--- src/rtl/cpu_pipe_pkg.sv ---
`default_nettype none
// ============================================================================
//  Module      : cpu_pipe_pkg
//  Description : Shared pipeline definitions. Holds the skid-stage state
//                encoding and the default MEM/WB payload widths and the
//                control-gating mask.
//  Revision    : 1.0 - initial release
// ============================================================================
package cpu_pipe_pkg;

  // Occupancy of a two-entry skid stage. The encoding doubles as the
  // occupancy count, so it must stay 0/1/2.
  typedef enum logic [1:0] {
    EMPTY = 2'd0,
    ONE   = 2'd1,
    FULL  = 2'd2
  } skid_state_e;

  // MEM/WB payload: data = {alu, mo}, ctrl = {rn[4:0], wreg, m2reg}
  localparam int          DATA_W   = 64;
  localparam int          CTRL_W   = 7;
  // wreg and m2reg must never be seen asserted on a bubble
  localparam logic [6:0]  WB_CMASK = 7'b0000011;

endpackage
`default_nettype wire

--- src/rtl/pipe_skid_register.sv ---
`default_nettype none
// ============================================================================
//  Module      : pipe_skid_register
//  Description : Two-entry valid/ready pipeline register with a skid slot.
//                in_ready is decoded from registered state only, so the
//                downstream ready never reaches upstream combinationally.
//                Entries leave in acceptance order; flush empties the stage.
//  Ports       : clk        - clock, rising edge
//                clrn       - asynchronous active-low reset
//                flush      - synchronous squash of held entries
//                in_valid   - upstream entry valid
//                in_ready   - stage can accept (registered-state decode)
//                in_data    - upstream data payload  [DW]
//                in_ctrl    - upstream control payload [CW]
//                out_valid  - head entry valid
//                out_ready  - downstream accepts head
//                out_data   - head data [DW]
//                out_ctrl   - head control [CW], CMASK bits gated by out_valid
//                occupancy  - held entries 0..2
//  Revision    : 1.0 - initial release
// ============================================================================
module pipe_skid_register
  import cpu_pipe_pkg::*;
#(
  parameter int            DW    = DATA_W,
  parameter int            CW    = CTRL_W,
  parameter logic [CW-1:0] CMASK = WB_CMASK
) (
  input  logic          clk,
  input  logic          clrn,
  input  logic          flush,
  input  logic          in_valid,
  output logic          in_ready,
  input  logic [DW-1:0] in_data,
  input  logic [CW-1:0] in_ctrl,
  output logic          out_valid,
  input  logic          out_ready,
  output logic [DW-1:0] out_data,
  output logic [CW-1:0] out_ctrl,
  output logic [1:0]    occupancy
);

  skid_state_e   r_state;
  skid_state_e   w_state_nxt;

  logic [DW-1:0] r_main_data;
  logic [CW-1:0] r_main_ctrl;
  logic [DW-1:0] r_skid_data;
  logic [CW-1:0] r_skid_ctrl;

  logic          w_in_ready;
  logic          w_out_valid;
  logic          w_in_xfer;
  logic          w_out_xfer;
  logic          w_load_main_in;    // main <- upstream entry
  logic          w_load_main_skid;  // main <- skid entry
  logic          w_load_skid;       // skid <- upstream entry

  // Both handshake qualifiers come from the state register alone.
  assign w_in_ready  = (r_state != FULL);
  assign w_out_valid = (r_state != EMPTY);
  assign w_in_xfer   = in_valid & w_in_ready;
  assign w_out_xfer  = w_out_valid & out_ready;

  // --------------------------------------------------------------------------
  // Next-state and register load decode
  // --------------------------------------------------------------------------
  always_comb begin
    w_state_nxt      = r_state;
    w_load_main_in   = 1'b0;
    w_load_main_skid = 1'b0;
    w_load_skid      = 1'b0;

    if (flush) begin
      // Any accepted input this cycle is discarded; a head handed over on
      // the same cycle has already been taken downstream.
      w_state_nxt = EMPTY;
    end else begin
      case (r_state)
        EMPTY: begin
          if (w_in_xfer) begin
            w_state_nxt    = ONE;
            w_load_main_in = 1'b1;
          end
        end
        ONE: begin
          if (w_in_xfer && !w_out_xfer) begin
            w_state_nxt = FULL;
            w_load_skid = 1'b1;
          end else if (!w_in_xfer && w_out_xfer) begin
            w_state_nxt = EMPTY;
          end else if (w_in_xfer && w_out_xfer) begin
            w_load_main_in = 1'b1;
          end
        end
        FULL: begin
          if (w_out_xfer) begin
            w_state_nxt      = ONE;
            w_load_main_skid = 1'b1;
          end
        end
        default: w_state_nxt = EMPTY;
      endcase
    end
  end

  always_ff @(posedge clk or negedge clrn) begin
    if (!clrn) begin
      r_state <= EMPTY;
    end else begin
      r_state <= w_state_nxt;
    end
  end

  // --------------------------------------------------------------------------
  // Payload registers: only written on a load, so a stalled head holds.
  // --------------------------------------------------------------------------
  always_ff @(posedge clk or negedge clrn) begin
    if (!clrn) begin
      r_main_data <= '0;
      r_main_ctrl <= '0;
    end else if (w_load_main_in) begin
      r_main_data <= in_data;
      r_main_ctrl <= in_ctrl;
    end else if (w_load_main_skid) begin
      r_main_data <= r_skid_data;
      r_main_ctrl <= r_skid_ctrl;
    end
  end

  always_ff @(posedge clk or negedge clrn) begin
    if (!clrn) begin
      r_skid_data <= '0;
      r_skid_ctrl <= '0;
    end else if (w_load_skid) begin
      r_skid_data <= in_data;
      r_skid_ctrl <= in_ctrl;
    end
  end

  // --------------------------------------------------------------------------
  // Outputs
  // --------------------------------------------------------------------------
  assign in_ready  = w_in_ready;
  assign out_valid = w_out_valid;
  assign out_data  = r_main_data;
  // Masked control bits read 0 on a bubble; the rest keep the stale value.
  assign out_ctrl  = w_out_valid ? r_main_ctrl : (r_main_ctrl & ~CMASK);
  assign occupancy = r_state;

endmodule
`default_nettype wire

--- config.mk ---
export PLATFORM = sky130hd
export DESIGN_NAME = pipe_skid_register
export DESIGN_NICKNAME = d
export VERILOG_FILES = /design/src/rtl/cpu_pipe_pkg.sv /design/src/rtl/pipe_skid_register.sv
export SDC_FILE = /design/constraint.sdc
export NUM_CORES = 1
export LEC_CHECK = 0
export ABC_AREA = 1
export BUFFER_PORTS_ARGS = -buffer_cell sky130_fd_sc_hd__buf_4
export CAP_MARGIN = 40
export CELL_PAD_IN_SITES_DETAIL_PLACEMENT = 2
export CELL_PAD_IN_SITES_GLOBAL_PLACEMENT = 2
export CORE_ASPECT_RATIO = 1.25
export CORE_MARGIN = 2
export CORE_UTILIZATION = 31
export CTS_CLUSTER_SIZE = 16
export DETAILED_ROUTE_END_ITERATION = 10
export PLACE_DENSITY = 0.77
export SYNTH_ARGS = -nofsm -noshare
export SYNTH_HDL_FRONTEND = slang
export SYNTH_SLANG_ARGS = --single-unit
--- constraint.sdc ---
create_clock -name clk -period 2.4 [get_ports clk]
set_input_delay 0.12 -clock clk [delete_from_list [all_inputs] [get_ports clk]]
set_output_delay 0.12 -clock clk [all_outputs]
set_load 0.05 [all_outputs]
Word-level counts from Yosys, hierarchy flattened:

Index checks and enable logic that the tools add are counted.

* bits in registers: 144
* latch bits: 0
* memory bits (writable): 0
* bits in read-only memories: 0
* bits of input ports: 76
* output and inout bits: 75
* word-level logic and storage cells: 45
* memories kept: 0

* add/sub/neg operators: 0
* multipliers: 0
* divide/modulo/power cells: 0
* magnitude comparators: 0
* equality and inequality tests: 6
* shifts and indexed selects: 0
* muxes and demuxes: 23
* bitwise logic cells: 2
* reduce and logical (&&, ||, !) cells: 9

Operators by type and width (count)
* $mux 64: 2
* $mux 7: 2
* $mux 2: 6
* $mux 1: 11
* $ne 3x3->1 const B: 2
* $pmux 2 s3: 1
* $ne 4x4->1 const B: 1
* $reduce_bool 2->1: 2
* $logic_and 1x1->1: 3
* $reduce_and 3->1: 1
* $and 1x1->1: 2
* $eq 2x1->1 const B: 1
* $eq 2x2->1 const B: 1
* $logic_not 1->1: 2
* $logic_not 2->1: 1
* $ne 2x2->1 const B: 1
* $pmux 1 s2: 1

Depth between registers and ports, before layout:

Gate-level depths: netlist of the first run.

* word-level depth: 9
* depth in mapped cells: 9
* depth with buffers taken out: 8

Least setup slack after synthesis of the first run:

Ideal clock, no wire load.

* path kind: reg2reg
* start: register r_state[0] (netlist: occupancy[0])
* end: register r_main_data[34] (netlist: out_data[34])
* library setup time: 0.118 ns
* data arrival time: 1.976 ns
* required time: 2.282 ns
* slack: 0.305 ns
* cell stages (with the launch flop): 10
* path buffers: 1
* period minus slack after synthesis: 2.095 ns
* cells stage by stage: dfrtp_1 inv_2 a21boi_0 ha_1 nand3_1 nand2_2 clkbuf_1 nand3_1 nand2_1 nand2_1

* longest elaborated chain between the ends: 9
* elaborated cells on any way between the ends: 23
* those cells by class: eq/ne: 3; mux: 10; bitwise: 2; reduce/logical: 8

RTL lines
* start, declared: RTL line pipe_skid_register.sv:43 `skid_state_e r_state;`
* start signal, assigned: RTL line pipe_skid_register.sv:111 `r_state <= w_state_nxt;`
* $ne 2x2->1 / $reduce_bool 2->1 (equally long branches): RTL line pipe_skid_register.sv:60, pipe_skid_register.sv:61
* $and 1x1->1, on equally long branches: RTL line pipe_skid_register.sv:62, pipe_skid_register.sv:63
* $logic_and 1x1->1 / $logic_not 1->1 (equally long branches): RTL line pipe_skid_register.sv:92, pipe_skid_register.sv:90
* $mux 1 / $logic_and 1x1->1 (equally long branches): RTL line pipe_skid_register.sv:92, pipe_skid_register.sv:90
* $mux 1: RTL line pipe_skid_register.sv:90 `end else if (!w_in_xfer && w_out_xfer) begin`
* $mux 1: RTL line pipe_skid_register.sv:87 `if (w_in_xfer && !w_out_xfer) begin`
* $pmux 1 s2: RTL line pipe_skid_register.sv:79 `case (r_state)`
* $mux 1: RTL line pipe_skid_register.sv:74 `if (flush) begin`
* $mux 64 / $reduce_bool 2->1 (equally long branches)
* end signal, assigned: RTL line pipe_skid_register.sv:123 `r_main_data <= in_data;`
* end signal, assigned: RTL line pipe_skid_register.sv:126 `r_main_data <= r_skid_data;`
* end, declared: RTL line pipe_skid_register.sv:46 `logic [DW-1:0] r_main_data;`

Parallel ways exist; a longest one is shown, timed or not.
A chain may end at the register's enable or synchronous reset.

Final worst setup path of the first run:

* start: register r_state[0] (netlist: occupancy[0])
* end: register r_main_data[54] (netlist: out_data[54])

Same word-level chain as after synthesis.

==> metrics.txt, run 1 <==
worst reg2reg path depth 9; Max Clock Skew 0.0104 ns; final-stage net count 1140; worst max-slew margin expressed relative to the limit 0.582; Die ar. 23800 um^2; number of global-route vias before repair 7899; cell at the root of the clock tree sky130_fd_sc_hd__clkbuf_16; Reg2Reg Capture Point out_data[54]; hpwl dp 15.9 mm; total nets after synthesis 975; largest cells by area after synthesis sky130_fd_sc_hd__dfrtp_1, sky130_fd_sc_hd__nand3_1, sky130_fd_sc_hd__nand2_1, sky130_fd_sc_hd__inv_1, sky130_fd_sc_hd__o21ai_0; fin crit period 2.17 ns; worst supply voltage drop on vdd 0.000724 V; setup repair after global routing missed its margin no; total clock sinks 144; sum of routed wire length over all layers 26.4 mm; mean instance size in the synthesized netlist 7.81 um^2; gate count of the mapped netlist 897; top-level port count 151; cell-by-cell trace of the critical path inv_2, a21boi_0, ha_1, nand3_1, nand2_2, buf_6, nand3_1, nand2_1, nand2_1; Max-Cap Viols 0; floorplan core area 22200 um^2; number of standard cells in the layout, taps in and fillers out 1358; setup bufs post-CTS 0; data arrival time of the worst path 2.47 ns; post-synthesis instance area 7000 um^2; maximum number of pins on one net before global-route repair 74; Worst setup EP type flip-flop; fin crit share 0.902; f_max 462 MHz; CTS max path bufs 2; number of levels the H-tree was split into 4; proportion of synthesized chip area in sequential cells 0.515; setup TNS 0 ns; floorplan die width 138 um; routability cong. 0.766; overall fraction of global-route tracks in use 0.229; worst flop-to-flop path startpoint occupancy[0]; cell class contributing the biggest share of worst-path delay simple AND/OR/NAND/NOR gates; CP startpoint kind flip-flop; detailed-route vias per instance 5.14; run status complete, no violations; sum of overflow across all layers after global routing 0; post-synth cell types 20; DRC marker count from the first detailed-route iteration 351; average wire per standard cell 19.5 um; Vert. Die Dim 172 um; total of flip-flops plus latches after synthesis 144; DRC errors left 0; Detailed Routing Iterations Pass 1 4; number of clock buffers inserted by TritonCTS 17; crit-path max cell delay 0.50 ns; highest fanout seen on the critical path 31; leading cell type in the layout, fill and taps excluded sky130_fd_sc_hd__nand3_1; final cell area excluding filler cells 9540 um^2; area growth from synthesis to final layout 36.3%; starting density of the core 0.315; Setup violations, final 0; type of the worst min-delay path primary input to flip-flop; crit path from occupancy[0]; leading cell types in the layout, fill and taps excluded sky130_fd_sc_hd__nand3_1, sky130_fd_sc_hd__nand2_1, sky130_fd_sc_hd__buf_4; Post-Place Cells 1277; placement-stage cell area 8450 um^2; count of final hold-check violations 0; TritonCTS clock tree yes; transition time of the tightest slew-check pin 0.627 ns; fraction of final layout cells sized beyond drive strength 1 0.205; clock transition at the registers of the reported paths 0.06 ns; clock insertion delay at the later pin of the skew report 0.43 ns; start-to-end type of the worst setup path flip-flop to flip-flop; total via count in the routed design 6978; share of the synthesized area in the top cell type 0.515; leakage power 5.00 nW; capturing element of the worst setup path out_data[54]; final-report max-slew violation count 0; number of antenna violations at the first check in global routing 0; Critical path buffers and inverters 2; crit path max-delay cell type sky130_fd_sc_hd__dfrtp_1; cell accounting for the most synthesized area sky130_fd_sc_hd__dfrtp_1; first-pass GRT wire length 43.2 mm; number of routed nets with antenna violations 0; Synthesis Warnings 0; quantity of I/O buffers inserted on ports 150; standard-cell rows 61; number of diodes 0; setup slack of the most critical reg-to-reg path 0.23 ns; critical path depth in cells 9; Crit path required time 2.71 ns; power density of the placed cells 1320 nW/um^2
[sequential cells by signal (all words and copies together), names as in the netlist]
signal	cells
occupancy	2
out_data	64
r_main_ctrl	7
r_skid_ctrl	7
r_skid_data	64
[worst min-delay path by stage]
stage,start,endpoint,cells after the start
2_1_floorplan,clrn,occupancy[0],0
3_3_place_gp,clrn,out_data[31],1
3_5_place_dp,clrn,out_data[28],1
4_1_cts,in_data[29],r_skid_data[29],3
5_1_grt,in_data[60],r_skid_data[60],3
6_report,in_ctrl[4],r_skid_ctrl[4],3
[what timing repair did]
item	CTS	global route
hold buffers	49	0
gates resized for setup	0	2
setup endpoints to repair	0	16
hold endpoints to repair	98	0
[metrics by stage]
| step | total power [W] | setup slack (ns) | utilization | hold WS [ns] |
|---|---|---|---|---|
| global placement | 0.00970 | 0.365 | 0.381 | 0.122 |
| global route | 0.0134 | 0.0359 | 0.430 | 0.00665 |
| CTS | 0.0127 | 0.148 | 0.429 | 0.000920 |
| detailed placement | 0.00988 | 0.113 | 0.381 | 0.125 |
| finish | 0.0126 | 0.234 | 0.430 | 0.0105 |
| floorplan | 0.00795 | 0.305 | - | -0.176 |
[routing by layer]
metal / track usage / vias to the layer above / share of wire / wire [um]
met5: 0 / - / 0 / 0
met4: 0.0590 / 0 / 0.012 / 328
met3: 0.0310 / 18 / 0.030 / 785
met2: 0.425 / 140 / 0.53 / 14000
met1: 0.281 / 3551 / 0.43 / 11300
li1: - / 3269 / - / -
[power by group]
part	total, W	internal, W	leakage, nW	switching [W]
clock	0.00267	0.00153	0.284	0.00114
combinational	0.00557	0.00169	2.98	0.00388
sequential	0.00435	0.00361	1.73	0.000740
[final cells by class]
type | count | area [um^2]
Multi-Input combinational cell | 595 | 2780
Fill cell | 2502 | 12700
Inverter | 80 | 302
Tap cell | 283 | 354
Clock inverter | 12 | 124
Timing Repair Buffer | 224 | 1920
Clock buffer | 20 | 467
Sequential cell | 144 | 3600
[cell families (layout without fill, tap and decap cells)]
family | after synthesis | in the layout | share of synthesized area
buf+inv | 158 | 336 | 0.0954
simple gates | 520 | 520 | 0.334
flops | 144 | 144 | 0.515
compound gates | 73 | 73 | 0.0525
fa+ha+maj | 2 | 2 | 0.00357
[synthesized netlist by cell type]
library cell               number
sky130_fd_sc_hd__clkbuf_1      19
sky130_fd_sc_hd__inv_2          3
sky130_fd_sc_hd__nand3b_1       1
sky130_fd_sc_hd__ha_1           2
sky130_fd_sc_hd__nor2_1         4
sky130_fd_sc_hd__buf_2         45
sky130_fd_sc_hd__inv_1         76
sky130_fd_sc_hd__nor2_2         2
sky130_fd_sc_hd__nand4_1        1
sky130_fd_sc_hd__nand2_2        2
sky130_fd_sc_hd__o21ai_0       49
sky130_fd_sc_hd__buf_4          5
sky130_fd_sc_hd__o21ai_1       23
sky130_fd_sc_hd__buf_1          9
sky130_fd_sc_hd__dfrtp_1      144
sky130_fd_sc_hd__nand3_1      290
sky130_fd_sc_hd__nand3_2        1
sky130_fd_sc_hd__clkinv_1       1
sky130_fd_sc_hd__nand2_1      219
sky130_fd_sc_hd__a21boi_0       1
[worst min-delay path: cells and delay by family]
family | cells | cell delay, ns
AOI/OAI and AO/OA | 1 | 0.08
buffers and inverters | 2 | 0.18
Note: power is estimated with default switching activity, not from simulation.
==> run 2: changes to the inputs <==
--- a/config.mk
+++ b/config.mk
@@ -15,7 +15,7 @@
 export CORE_UTILIZATION = 31
 export CTS_CLUSTER_SIZE = 16
 export DETAILED_ROUTE_END_ITERATION = 10
-export PLACE_DENSITY = 0.77
+export PLACE_DENSITY_LB_ADDON = 0.25
 export SYNTH_ARGS = -nofsm -noshare
 export SYNTH_HDL_FRONTEND = slang
 export SYNTH_SLANG_ARGS = --single-unit
==> run 2 against run 1 <==
Against the previous run: sequential power is essentially flat; sequential share of layout area about the same; total power is 0.56% higher; via count rose by 0.53%; sequential cell count stayed put; largest cell class unchanged.
==> metrics.txt, run 2 (same netlist as run 1, synthesis figures left out) <==
floorplan die width 138 um; power density of the placed cells 1320 nW/um^2; quantity of I/O buffers inserted on ports 150; Reg2Reg Capture Point out_data[51]; Detailed Routing Iterations Pass 1 4; placement-stage cell area 8450 um^2; total clock sinks 144; hold_sp in_data[16]; cell at the root of the clock tree sky130_fd_sc_hd__clkbuf_16; clock insertion delay at the later pin of the skew report 0.43 ns; Worst setup EP type flip-flop; Max Clock Skew 0.00901 ns; number of standard cells in the layout, taps in and fillers out 1354; worst flop-to-flop path startpoint occupancy[1]; floorplan core area 22200 um^2; TritonCTS clock tree yes; CTS max path bufs 2; number of global-route vias before repair 7703; crit path from occupancy[1]; transition time of the tightest slew-check pin 0.483 ns; setup slack of the most critical reg-to-reg path 0.24 ns; Max-Cap Viols 0; leading cell types in the layout, fill and taps excluded sky130_fd_sc_hd__nand3_1, sky130_fd_sc_hd__nand2_1, sky130_fd_sc_hd__buf_4; final cell area excluding filler cells 9560 um^2; fin crit period 2.16 ns; Crit path required time 2.77 ns; capturing element of the worst setup path out_data[51]; cell-by-cell trace of the critical path a21boi_1, ha_1, nand3_1, nand2_4, nand2_4, buf_4, nand3_1, nand2_1; number of routed nets with antenna violations 0; number of diodes 0; total via count in the routed design 7015; start-to-end type of the worst setup path flip-flop to flip-flop; leading cell type in the layout, fill and taps excluded sky130_fd_sc_hd__nand3_1; top-level port count 151; Post-Route Utilization 0.430; worst reg2reg path depth 8; DRC errors left 0; Post-Place Cells 1271; first-pass GRT wire length 43.0 mm; clock transition at the registers of the reported paths 0.07 ns; number of fillers in the final layout 2487; crit-path max cell delay 0.55 ns; data arrival time of the worst path 2.52 ns; crit path max-delay cell type sky130_fd_sc_hd__dfrtp_1; Vert. Die Dim 172 um; number of antenna violations at the first check in global routing 0; setup repair after global routing missed its margin no; number of clock buffers inserted by TritonCTS 17; highest fanout seen on the critical path 33; detailed-route vias per instance 5.18; hpwl dp 15.6 mm; DRC marker count from the first detailed-route iteration 290; final-report max-slew violation count 0; overall fraction of global-route tracks in use 0.228; CP startpoint kind flip-flop; setup bufs post-CTS 0; routability cong. 0.742; Die ar. 23800 um^2; worst max-slew margin expressed relative to the limit 0.678; area growth from synthesis to final layout 36.5%; final-stage net count 1136; sum of routed wire length over all layers 26.5 mm; standard-cell rows 61; starting density of the core 0.315; number of levels the H-tree was split into 4; average wire per standard cell 19.5 um; f_max 463 MHz; fraction of final layout cells sized beyond drive strength 1 0.199; leakage power 4.99 nW; worst supply voltage drop on vdd 0.000593 V; setup TNS 0 ns; run status complete, no violations; count of final hold-check violations 0; fin crit share 0.900; type of the worst min-delay path primary input to flip-flop; maximum number of pins on one net before global-route repair 80; Setup violations, final 0; sum of overflow across all layers after global routing 0
-- run 2: stage by stage --
stage	hold slack [ns]	power [W]	worst slack [ns]
floorplan	-0.176	0.00795	0.305
global placement	0.0868	0.00971	0.254
detailed placement	0.0938	0.00991	0.0683
CTS	0.00103	0.0127	0.0560
global route	0.0127	0.0134	0.0114
finish	0.00163	0.0127	0.241
-- run 2: power breakdown --
group          total (W)  internal, W  switching (W)  leakage (nW)
logic            0.00557      0.00170        0.00387          2.98
registers        0.00438      0.00361       0.000772          1.73
clock network    0.00271      0.00159        0.00112         0.283
-- run 2: metal layers --
layer | up-vias | track usage | share of wire
met2 | 133 | 0.416 | 0.53
met4 | 0 | 0.0674 | 0.016
li1 | 3249 | - | -
met5 | - | 0 | 0
met3 | 31 | 0.0288 | 0.026
met1 | 3602 | 0.285 | 0.43
-- run 2: final cells by class --
cell class,count,area (um^2),area share
multi-input combinational,595,2790,0.292
tap,283,354,0.0371
inverter,80,302,0.0316
clock inverter,12,133,0.0139
timing repair buffer,220,1920,0.201
clock buffer,20,457,0.0478
sequential,144,3600,0.377
-- run 2: worst min path at each step --
stage               depth (start not counted)               to
floorplan                                   0     occupancy[0]
global placement                            1     out_data[32]
detailed placement                          1     out_data[32]
CTS                                         3  r_skid_data[16]
global route                                3  r_skid_data[58]
finish                                      3  r_skid_data[16]
-- run 2: timing repair --
item                                    CTS  global route
endpoints found under the setup margin    0            71
hold buffers                             51             0
endpoints found under the hold margin    94             0
gates resized for setup                   0             2
-- run 2: worst max-delay path, delay by kind of cell (launching register included) --
kind,cells,cell delay [ns]
simple gates,5,0.70
flops,1,0.55
buf+inv,1,0.38
fa+ha+maj,1,0.28
compound gates,1,0.16
